$ cat src/rtl/zero_pad_stream.sv
// zero_pad_stream: streaming border-padding stage for CBS chains.
// Takes a C x H x W feature map as a valid/ready element stream (channel
// outermost, column fastest) and emits the same map wrapped in a P-element
// border of PAD_VALUE on every side of every channel. The output side is a
// single registered slot, so no combinational path runs from in_* to out_*.
// Border beats are generated internally and never consume input.
module zero_pad_stream #(
  parameter int unsigned           DATA_WIDTH = 16,
  parameter int unsigned           C          = 2,
  parameter int unsigned           H          = 2,
  parameter int unsigned           W          = 2,
  parameter int unsigned           P          = 1,
  parameter logic [DATA_WIDTH-1:0] PAD_VALUE  = '0
) (
  input  logic                  clk,
  input  logic                  reset,
  input  logic [DATA_WIDTH-1:0] in_data,
  input  logic                  in_valid,
  input  logic                  in_last,
  output logic                  in_ready,
  output logic [DATA_WIDTH-1:0] out_data,
  output logic                  out_valid,
  output logic                  out_last,
  input  logic                  out_ready,
  output logic                  frame_done,
  output logic                  err
);

  // Padded map geometry.
  localparam int unsigned ROWS = H + 2 * P;
  localparam int unsigned COLS = W + 2 * P;

  // Counter widths are sized to hold one past the largest compared value,
  // so H+P and W+P are representable even when P is 0.
  localparam int unsigned CH_BITS  = (C > 1) ? $clog2(C) : 1;
  localparam int unsigned ROW_BITS = $clog2(ROWS + 1);
  localparam int unsigned COL_BITS = $clog2(COLS + 1);

  localparam logic [CH_BITS-1:0]  CH_LAST      = CH_BITS'(C - 1);
  localparam logic [ROW_BITS-1:0] ROW_LAST     = ROW_BITS'(ROWS - 1);
  localparam logic [COL_BITS-1:0] COL_LAST     = COL_BITS'(COLS - 1);
  localparam logic [ROW_BITS-1:0] ROW_INT_LAST = ROW_BITS'(H + P - 1);
  localparam logic [COL_BITS-1:0] COL_INT_LAST = COL_BITS'(W + P - 1);

  // Position of the next beat to be loaded into the output slot.
  logic [CH_BITS-1:0]  ch,  ch_nxt;
  logic [ROW_BITS-1:0] r,   r_nxt;
  logic [COL_BITS-1:0] col, col_nxt;

  logic border;            // next beat lies in the pad ring
  logic slot_free;         // output slot can take a new beat this cycle
  logic load;              // output slot is written this cycle
  logic accept;            // an input element is consumed this cycle
  logic at_frame_end;      // next beat is the final padded beat of the frame
  logic at_last_interior;  // next beat is the final interior element

  // Border classification; with no pad ring every position is interior.
  if (P == 0) begin : g_no_pad
    assign border = 1'b0;
  end else begin : g_pad
    localparam logic [ROW_BITS-1:0] ROW_TOP   = ROW_BITS'(P);
    localparam logic [ROW_BITS-1:0] ROW_BOT   = ROW_BITS'(H + P);
    localparam logic [COL_BITS-1:0] COL_LEFT  = COL_BITS'(P);
    localparam logic [COL_BITS-1:0] COL_RIGHT = COL_BITS'(W + P);

    assign border = (r < ROW_TOP) || (r >= ROW_BOT) ||
                    (col < COL_LEFT) || (col >= COL_RIGHT);
  end

  // Handshake: the slot frees when empty or when its beat is being taken,
  // which lets a held beat drain and the next one load on the same edge.
  assign slot_free = !out_valid || out_ready;
  assign in_ready  = slot_free && !border;
  assign accept    = in_valid && in_ready;
  assign load      = slot_free && (border || in_valid);

  assign at_frame_end     = (ch == CH_LAST) && (r == ROW_LAST) && (col == COL_LAST);
  assign at_last_interior = (ch == CH_LAST) && (r == ROW_INT_LAST) &&
                            (col == COL_INT_LAST);

  // Position advance: column fastest, then row, then channel; the channel
  // wrap rolls straight into the next frame without an idle cycle.
  always_comb begin
    // NOTE: every always_comb output gets a default first so that no path
    // leaves it unassigned, which would otherwise infer a latch.
    col_nxt = col + COL_BITS'(1);
    r_nxt   = r;
    ch_nxt  = ch;
    if (col == COL_LAST) begin
      col_nxt = '0;
      r_nxt   = r + ROW_BITS'(1);
      if (r == ROW_LAST) begin
        r_nxt  = '0;
        ch_nxt = (ch == CH_LAST) ? '0 : ch + CH_BITS'(1);
      end
    end
  end

  // Position counters step once per beat loaded into the output slot.
  always_ff @(posedge clk) begin
    // NOTE: sequential state uses non-blocking assignments so every register
    // samples pre-edge values regardless of statement or block order.
    if (reset) begin
      ch  <= '0;
      r   <= '0;
      col <= '0;
    end else if (load) begin
      ch  <= ch_nxt;
      r   <= r_nxt;
      col <= col_nxt;
    end
  end

  // Output slot: load a pad or input beat, drain when taken, hold when stalled.
  always_ff @(posedge clk) begin
    if (reset) begin
      out_valid <= 1'b0;
      out_data  <= '0;
      out_last  <= 1'b0;
    end else if (load) begin
      out_valid <= 1'b1;
      out_data  <= border ? PAD_VALUE : in_data;
      out_last  <= at_frame_end;
    end else if (out_ready) begin
      out_valid <= 1'b0;
    end
  end

  // Frame status: done pulse after the final beat is taken; sticky framing
  // error when in_last disagrees with the expected last interior element.
  always_ff @(posedge clk) begin
    if (reset) begin
      frame_done <= 1'b0;
      err        <= 1'b0;
    end else begin
      frame_done <= out_valid && out_ready && out_last;
      if (accept && (in_last != at_last_interior)) begin
        err <= 1'b1;
      end
    end
  end

endmodule

$ cat config.mk
export PLATFORM = sky130hd
export DESIGN_NAME = zero_pad_stream
export DESIGN_NICKNAME = d
export VERILOG_FILES = /design/src/rtl/zero_pad_stream.sv
export SDC_FILE = /design/constraint.sdc
export NUM_CORES = 1
export LEC_CHECK = 0
export ABC_AREA = 1
export CAP_MARGIN = 20
export CORE_MARGIN = 2
export CORE_UTILIZATION = 43
export DETAILED_ROUTE_END_ITERATION = 8
export GPL_TIMING_DRIVEN = 0
export MAX_ROUTING_LAYER = met4
export PLACE_DENSITY = 0.78
export SYNTH_ARGS = -nofsm -noshare
export SYNTH_HDL_FRONTEND = slang
export SYNTH_SLANG_ARGS = --single-unit
export TNS_END_PERCENT = 1
$ cat constraint.sdc
create_clock -name clk -period 1.6 [get_ports clk]
set_input_delay 0.24 -clock clk [delete_from_list [all_inputs] [get_ports clk]]
set_output_delay 0.24 -clock clk [all_outputs]
set_load 0.05 [all_outputs]
==> flow_summary.toml, run 1 <==
[placement]
dpl_cell_area_sq_mm = 0.00165
globalplace.congestion = 0.853
port-buffer-count = 41
detailed_place_hpwl_mm = 2.13

[yosys]
ys_dominant_reg_cell = "sky130_fd_sc_hd__dfxtp_1"
yosysSeqAreaShare_pct = 46.6
ys_top_cells_by_area = "sky130_fd_sc_hd__dfxtp_1 (47%), sky130_fd_sc_hd__nand2_1 (14%), sky130_fd_sc_hd__a21oi_1 (7.3%)"
avgSynthCellArea_sq_um = 7.63
synth_enable_flop_cells = 0
syn_inst = 152
synth_area_sq_mm = 0.00116
yosysWarnings = 0
synth_top_cell_by_area = "sky130_fd_sc_hd__dfxtp_1"
cell_with_the_most_instances_after_synthesis = "sky130_fd_sc_hd__nand2_1"
synth_async_sr_flop_share_pct = 0
net_count_after_synthesis = 177
synthDominantCellAreaShare_pct = 46.6
ys_seq_elements = 27
synthTopCellsByCount = "sky130_fd_sc_hd__nand2_1 (42), sky130_fd_sc_hd__dfxtp_1 (27), sky130_fd_sc_hd__a21oi_1 (17)"
post_synth_num_cell_types = 24

[die]
fp.dieArea_sq_mm = 0.00313
die-width_um = 55.9
initial_core_utilization_pct = 46.0
row_count = 18
dieHeight_um = 55.9
floorplan.io_pins = 42
core-area_sq_mm = 0.00252

[status]
status = "finished with violations"
violations = "setup timing"

[layout]
area_delta_synth_final_pct = 46.9
antenna_cells = 0
layout_cell_share_with_drive_strength_beyond_1_pct = 16.5
nets = 226
post-route-cell-area_sq_mm = 0.00170

[timing]
timing.final.hold_violations = 0
period_needed_ns = 1.66
timing.final.crit_share_pct = 104
timing_max_transition_violations_final = 0
timing.clock.skew_ns = 0.00335
grt_setup_unrepaired = "true"
timing.slew.headroom_pct = 65.5
final-setup-viol-count = 1
holdWs_ns = 0.455
timing.fmax_mhz = 603
final.setup.worst_slack_ns = -0.0586
worstMarginPinSlew_ns = 0.518

[clocking]
cts_buffer_count = 3
clock_tree.htree_level_count = 1
num_clock_sinks = 27
clk_pin_slew_ns = 0.15
clockRootBuffer = "sky130_fd_sc_hd__clkbuf_4"
worstSkewPairLatency_ns = 0.32
hold_buffers = 0
cts_tree = "yes"
clock_tree.buffer_depth = 2

[worst_setup_path]
critPathLaunch = "r[1]"
flop2flop_setup_slack_ns = 0.04
critical_path.max_fanout = 5
r2r_start = "r[1]"
crit_path_kind = "flip-flop to output port"
crit_path_start_kind = "flip-flop"
worst_r2r_endpoint = "out_last"
critical_path_required_ns = 1.36
critical_path_arrival_ns = 1.42
cell_count_of_the_worst_reg_to_reg_path = 10
critical_path.endpoint = "in_ready"
end_kind = "output port"

[global_routing]
antenna_found_initial = 0
grt_remaining_overflow = 0
grt_first_pass_wirelength_mm = 4.75
first_global_vias = 1131
grt_max_degree = 17
grt_use_total_pct = 18.9

[route]
detailroute.via_count = 1138
route.detailed.drc = 0
mean_routed_wirelength_per_cell_um = 12.1
wirelength_mm = 2.78
route.detailed.vias_per_inst = 4.95
antenna_violating_nets_post_route = 0
drt-initial-drc-count = 26
detailedRoute.firstPassIterationCount = 4

[worst_hold_path]
hold_class = "input port to flip-flop"

[power_and_ir_drop]
leakagePower_nw = 0.747
power_per_cell_area_mw_per_mm2 = 707
vdd.ir_drop.worst_mv = 0.477

[job]
cap_viol_max_count = 0
## cells by family after synthesis
family,after synthesis,synth area share (%)
fa+ha+maj,4,4.32
flops,27,46.6
xor+xnor,1,0.755
simple gates,71,27.3
compound gates,27,12.5
buf+inv,22,8.52
## where the power goes
part           switching (mW)  leakage [nW]  total, mW  internal (mW)
Sequential             0.0156         0.221      0.702          0.687
Clock                   0.203        0.0139      0.298         0.0953
Combinational           0.108         0.513      0.205         0.0970
Total                   0.326         0.747       1.21          0.879
## registers in the layout, summed over array words and instances (netlist names)
| name | cells |
|---|---|
| out_data | 16 |
| col | 3 |
| r | 3 |
| ch | 1 |
| err | 1 |
| frame_done | 1 |
| out_last | 1 |
| out_valid | 1 |
## worst min-delay path by stage
| stage | end | cells after the start | slack [ns] | from |
|---|---|---|---|---|
| after floorplan | frame_done | 2 | 0.38 | out_ready |
| after global placement | out_data[14] | 2 | 0.45 | out_data[14] |
| after detailed placement | out_data[12] | 2 | 0.46 | out_data[12] |
| after CTS | out_data[5] | 3 | 0.45 | in_data[5] |
| after global routing | out_data[4] | 3 | 0.44 | in_data[4] |
| final | out_data[5] | 3 | 0.46 | in_data[5] |
## what timing repair did
action | CTS | global route
endpoints found under the setup margin | 21 | 13
gates cloned | 0 | 0
buffers inserted | 0 | 3
resized for setup | 27 | 10
pin swaps | 0 | 3
## through the flow
step | power, mW | std cells | setup WS (ns) | util (%) | setup TNS [ns]
6_report | 1.21 | 230 | -0.0586 | 67.6 | -0.0586
5_1_grt | 1.27 | 230 | -0.148 | 67.6 | -0.845
4_1_cts | 1.20 | 227 | -0.153 | 65.4 | -0.153
3_5_place_dp | 0.911 | 223 | -0.390 | 65.2 | -1.87
3_3_place_gp | 0.902 | 223 | -0.374 | 65.2 | -1.35
2_1_floorplan | 0.824 | 152 | -0.00556 | - | -0.0111
## worst max-delay path, stage by stage (launching register included)
cell and delay [ns]:
sky130_fd_sc_hd__dfxtp_4 0.39, sky130_fd_sc_hd__ha_4 0.17, sky130_fd_sc_hd__inv_4 0.06, sky130_fd_sc_hd__nand2_4 0.05, sky130_fd_sc_hd__nor2_4 0.10, sky130_fd_sc_hd__nand2_2 0.06, sky130_fd_sc_hd__nor2_4 0.10, sky130_fd_sc_hd__buf_6 0.16
## placed cells by master (no fill, tap or decap), drive strengths merged
cell / netlist / final
and2: 1 / 1
clkdlybuf4s50: 0 / 20
clkinv: 1 / 1
a21oi: 19 / 19
buf: 2 / 6
nor3: 1 / 1
clkbuf: 2 / 5
ha: 4 / 4
dfxtp: 27 / 27
nand2: 47 / 47
nor2: 13 / 13
nand3: 7 / 7
dlygate4sd2: 0 / 20
nand4: 2 / 2
inv: 17 / 17
xnor2: 1 / 1
o21bai: 1 / 1
clkinvlp: 0 / 1
o21ai: 7 / 7
## cell type report
class / count / area, sq um
Clock inverter: 1 / 7.51
Fill cell: 234 / 818
Sequential cell: 27 / 552
Buffer: 4 / 30.0
Clock buffer: 3 / 22.5
Inverter: 18 / 75.1
Tap cell: 30 / 37.5
Timing Repair Buffer: 44 / 409
Multi-Input combinational cell: 103 / 571
## routing by layer
| metal | vias up | wire length (um) | GRT usage (%) |
|---|---|---|---|
| met5 | - | 0 | - |
| met3 | 4 | 149 | 3.26 |
| met4 | 0 | 23 | 4.76 |
| li1 | 574 | - | - |
| met1 | 523 | 1200 | 21.7 |
| met2 | 37 | 1410 | 34.0 |
Note: power is estimated with default switching activity, not from simulation.
==> run 2, diff against run 1 <==
GPL_ROUTABILITY_DRIVEN = 1   (was default)
REMOVE_ABC_BUFFERS = 1   (was default)
==> flow_summary.toml, run 2 (same netlist as run 1, synthesis figures left out) <==
[global_routing]
grt_use_met3_pct = 3.26
antenna_found_initial = 0
grt_max_degree = 23
grt_remaining_overflow = 0
first_global_vias = 1018
grt_use_met2_pct = 31.5
grt_most_used_layer = "met2"
grt_use_total_pct = 18.6
grt_first_pass_wirelength_mm = 4.41
gr-usage-met1_pct = 20.1

[placement]
detailed_place_hpwl_mm = 1.87
dpl_cell_area_sq_mm = 0.00158
cell_count_post_placement = 219
dp_slack_ns = -0.466
port-buffer-count = 41
globalplace.congestion = 0.872

[timing]
worstMarginPinSlew_ns = 0.838
period_needed_ns = 1.76
final-setup-viol-count = 2
grt_setup_unrepaired = "true"
timing.final.hold_violations = 0
timing.slew.headroom_pct = 44.0
timing_max_transition_violations_final = 0
timing.final.crit_share_pct = 110
timing.clock.skew_ns = 0.00677
final.setup.worst_slack_ns = -0.156
timing.fmax_mhz = 569

[status]
violations = "setup timing"
status = "finished with violations"

[layout]
most_common_library_cell_in_the_layout_ignoring_fill_and_taps = "sky130_fd_sc_hd__nand2_1"
nets = 224
finalNonFillerCells = 228
largest_register = "out_data"
largest_reg_flops = 16
area_delta_synth_final_pct = 46.5
post-route-cell-area_sq_mm = 0.00170
filler_cell_count = 218
final_cell_mix = "sky130_fd_sc_hd__nand2_1 (40), sky130_fd_sc_hd__dfxtp_1 (23), sky130_fd_sc_hd__clkdlybuf4s50_1 (20), sky130_fd_sc_hd__dlygate4sd2_1 (20), sky130_fd_sc_hd__a21oi_1 (17)"
layout_cell_share_with_drive_strength_beyond_1_pct = 16.7
antenna_cells = 0
layout_top_registers = "out_data (16), col (3), r (3)"

[die]
die-width_um = 55.9
dieHeight_um = 55.9
core-area_sq_mm = 0.00252
floorplan.io_pins = 42
initial_core_utilization_pct = 46.0
row_count = 18
fp.dieArea_sq_mm = 0.00313

[power_and_ir_drop]
switchingPower_uw = 341
internal_portion_of_total_power_uw = 880
share_of_power_burned_in_registers_pct = 57.4
comb_power_share_pct = 17.6
share_clk_of_total_power_pct = 25.1
net_sw_share_pct = 27.9
leakagePower_nw = 0.747
power_per_cell_area_mw_per_mm2 = 719
vdd.ir_drop.worst_mv = 0.499

[worst_setup_path]
critical_path_arrival_ns = 1.52
crit_path_kind = "flip-flop to output port"
critical_path.endpoint = "in_ready"
critPathLaunch = "col[1]"
cell_count_of_the_worst_reg_to_reg_path = 10
flop2flop_setup_slack_ns = 0
worst_r2r_endpoint = "col[1]"
r2r_start = "col[1]"
crit_path_start_kind = "flip-flop"
end_kind = "output port"
critical_path_required_ns = 1.36
critical_path.max_fanout = 3

[clocking]
num_clock_sinks = 27
hold_buffers = 0
clock_tree.buffer_depth = 2
cts_buffer_count = 3
clk_pin_slew_ns = 0.15
clockRootBuffer = "sky130_fd_sc_hd__clkbuf_4"
worstSkewPairLatency_ns = 0.34
cts_tree = "yes"
clock_tree.htree_level_count = 1

[route]
detailedRoute.firstPassIterationCount = 4
route.detailed.drc = 0
route.detailed.vias_per_inst = 4.93
drt-initial-drc-count = 25
wirelength_mm = 2.88
antenna_violating_nets_post_route = 0
mean_routed_wirelength_per_cell_um = 12.6
detailroute.via_count = 1124

[worst_hold_path]
hold_class = "input port to flip-flop"

[job]
cap_viol_max_count = 0
==> run 2: area by class of cell <==
type / count / area [sq um] / share of cell area (%)
inverter: 18 / 72.6 / 4.27
clock buffer: 3 / 22.5 / 1.33
tap: 30 / 37.5 / 2.21
multi-input combinational: 103 / 577 / 33.9
sequential: 27 / 553 / 32.5
timing repair buffer: 46 / 432 / 25.4
clock inverter: 1 / 5.00 / 0.295
==> run 2: stage by stage <==
step           utilization, %  TNS [ns]  hold WS, ns  power [mW]
6_report                 67.4    -0.159        0.432        1.22
4_1_cts                  63.8    -0.149        0.426        1.20
2_1_floorplan               -    -0.216        0.302       0.801
3_3_place_gp             62.5     -2.22        0.447       0.882
5_1_grt                  67.4    -0.364        0.420        1.28
3_5_place_dp             62.5     -2.69        0.454       0.887
==> run 2: how the worst min path moves through the flow <==
stage                            from      endpoint  slack (ns)  cells past startpoint
after CTS                 in_data[11]  out_data[11]        0.43                      3
final                     in_data[11]  out_data[11]        0.43                      3
after floorplan                 reset  out_data[11]        0.30                      1
after global routing       in_data[2]   out_data[2]        0.42                      3
after global placement       out_last    frame_done        0.45                      2
after detailed placement     out_last    frame_done        0.45                      2
==> run 2: timing repair <==
action	in CTS	in global routing
buffers inserted	2	3
endpoints found under the hold margin	0	0
setup endpoints to repair	26	23
pin swaps	1	7
resized for setup	34	17
==> run 2: metal layers <==
metal / up-vias / routed length (um)
met4: 0 / 59
met2: 26 / 1540
met3: 6 / 95
met5: - / 0
met1: 524 / 1190
li1: 568 / -
==> run 2: critical path, stage by stage (launching register included) <==
cell	delay, ns
sky130_fd_sc_hd__dfxtp_4	0.39
sky130_fd_sc_hd__ha_4	0.17
sky130_fd_sc_hd__nand2_4	0.08
sky130_fd_sc_hd__nand2_4	0.06
sky130_fd_sc_hd__nor2_4	0.12
sky130_fd_sc_hd__nand2_2	0.07
sky130_fd_sc_hd__nor2_4	0.12
sky130_fd_sc_hd__buf_6	0.16
==> run 2: power by group through the flow <==
stage	Clock, mW	Sequential [mW]	Combinational, mW
finish	0.306	0.700	0.215
global route	0.346	0.703	0.234
CTS	0.317	0.696	0.191
detailed placement	0	0.711	0.176
global placement	0	0.711	0.172
floorplan	0	0.724	0.0769
==> variant, RTL diff (config.mk and constraints of run 1) <==
Register the output `err` once more, with the module's reset; this adds one clock of latency there. The other outputs are not delayed to match.
--- a/src/rtl/zero_pad_stream.sv
+++ b/src/rtl/zero_pad_stream.sv
@@ -43,2 +43,4 @@
   localparam logic [COL_BITS-1:0] COL_INT_LAST = COL_BITS'(W + P - 1);
+
+  logic err_s0;
 
@@ -133,3 +135,3 @@
       frame_done <= 1'b0;
-      err        <= 1'b0;
+      err_s0     <= 1'b0;
     end else begin
@@ -137,4 +139,12 @@
       if (accept && (in_last != at_last_interior)) begin
-        err <= 1'b1;
+        err_s0 <= 1'b1;
       end
+    end
+  end
+
+  always_ff @(posedge clk) begin
+    if (reset) begin
+      err <= '0;
+    end else begin
+      err <= err_s0;
     end
Check against the original RTL: not equivalent (Yosys sat finds a counterexample within 10 cycles, from zero or initial values and one cycle with reset high).
==> variant against run 1 <==
The flow still finishes with violations (negative setup slack); sequential power rose by 3.3%; worst setup slack got worse by 0.16 ns; die area rose by 1.0%; sequential share of layout area fell by 0.13 points; clock skew rose by 0.010 ns; routed wire length rose by 20%; non-clock buffer count rose by 2; cell area rose by 3.4%; synthesized area rose by 1.1%; critical path depth fell by 1; power rose by 7.7%; sequential cell count rose by 1; largest power group unchanged.
==> variant: results (changes against run 1) <==
stage,metric,value,unit,change
placement,Post-Place Worst Slack,-0.490,ns,was -0.390 ns
critical_path,Worst EP arrival,1.58,ns,was 1.42 ns
sta,WHS,0.441,ns,was 0.455 ns
cells_and_area,fill count,220,,was 234
route,Avg Vias per Cell,5.18,,was 4.95
synth,number of distinct library cells after synthesis,22,,was 24
synth,"Net Count, Synth",179,,was 177
cells_and_area,share of cells above drive strength 1,18.6,%,was 16.5%
placement,DP HPWL,2220,um,was 2130 um
route,DR pass1 iterations,6,,was 4
route,drt total wl,3330,um,was 2780 um
global_routing,met2 GRT Util,35.6,%,was 34.0%
outcome,status,finished with violations,,unchanged
critical_path,r2r setup slk,-0.13,ns,was 0.04 ns
sta,setup tns final,-1.35,ns,was -0.0586 ns
sta,worst slew pin tran,0.605,ns,was 0.518 ns
global_routing,M3 GR Usage,4.19,%,was 3.26%
sta,endpoints failing setup,13,,was 1
route,Starting DRT DRC Count,58,,was 26
route,Met1 Wirelength,1380,um,was 1200 um
hold_path,Worst Hold End,out_data[8]$_SDFFE_PP0P_,,was out_data[5]$_SDFFE_PP0P_
critical_path,FF-to-FF Start,r[2]$_SDFFE_PP0P_,,was r[1]$_SDFFE_PP0P_
outcome,failing checks,negative setup slack,,unchanged
route,routed wl met2,1660,um,was 1410 um
global_routing,number of global-route vias before repair,1119,,was 1131
power_and_ir_drop,worst vdd ir,0.602,mV,was 0.477 mV
sta,setup ws final,-0.215,ns,was -0.0586 ns
critical_path,r2r worst-path depth,8,,was 10
synth,synth top area cells,"dfxtp_1, nand2_1, a21oi_1",,unchanged
global_routing,met1 global-route usage,23.3,%,was 21.7%
route,routed wl met3,242,um,was 149 um
sta,Clock Skews,0.0138,ns,was 0.00335 ns
synth,Post-Syn Area per Cell,7.61,um^2,was 7.63 um^2
synth,most instantiated cells after synthesis,"nand2_1, dfxtp_1, a21oi_1, inv_1, nor2_1",,"was nand2_1, dfxtp_1, a21oi_1"
placement,GPL Wtd Cong,0.836,,was 0.853
cells_and_area,multi-input logic area,594,um^2,was 571 um^2
global_routing,gr usage total,20.3,%,was 18.9%
==> variant: layout make-up <==
| class | instances | area share, % |
|---|---|---|
| inverters | 18 | 3.84 |
| plain buffers | 4 | 1.70 |
| well taps | 30 | 2.13 |
| multi-input cells | 104 | 33.7 |
| clock buffers | 4 | 2.06 |
| repair buffers | 46 | 24.3 |
| flip-flops and latches | 28 | 32.2 |
==> variant: how the worst max path moves through the flow <==
stage	endpoint
floorplan	out_last$_SDFFE_PP0P_
global placement	in_ready
detailed placement	in_ready
CTS	in_ready
global route	in_ready
finish	in_ready
==> variant: what timing repair did <==
action | in CTS | in global routing
hold buffers | 0 | 0
pin swaps | 2 | 4
endpoints found under the hold margin | 0 | 0
endpoints found under the setup margin | 42 | 19
setup buffers | 5 | 0
resized for setup | 38 | 15
==> variant: power by group <==
part | switching (uW) | leakage, uW | internal [uW]
logic | 127 | 0.000519 | 102
registers | 12.6 | 0.000228 | 713
clock network | 205 | 0.0000210 | 139
total | 344 | 0.000769 | 954
==> variant: logic make-up (layout without fill, tap and decap cells) <==
logic type | Yosys count | count (layout) | synth area share, %
and+or+nand+nor | 72 | 72 | 27.1
DFF | 28 | 28 | 47.8
AOI/OAI and AO/OA | 27 | 27 | 12.1
buffers and inverters | 22 | 72 | 8.00
adders and majority gates | 4 | 4 | 4.27
xor gates and xnor gates | 1 | 1 | 0.747
==> variant: worst max-delay path, stage by stage (launching register included) <==
cell and delay [ns]:
dfxtp_1 0.39, nor2_1 0.23, nand2_2 0.13, nor2_4 0.13, nand2_2 0.09, nor2_2 0.13
buf_6 0.16
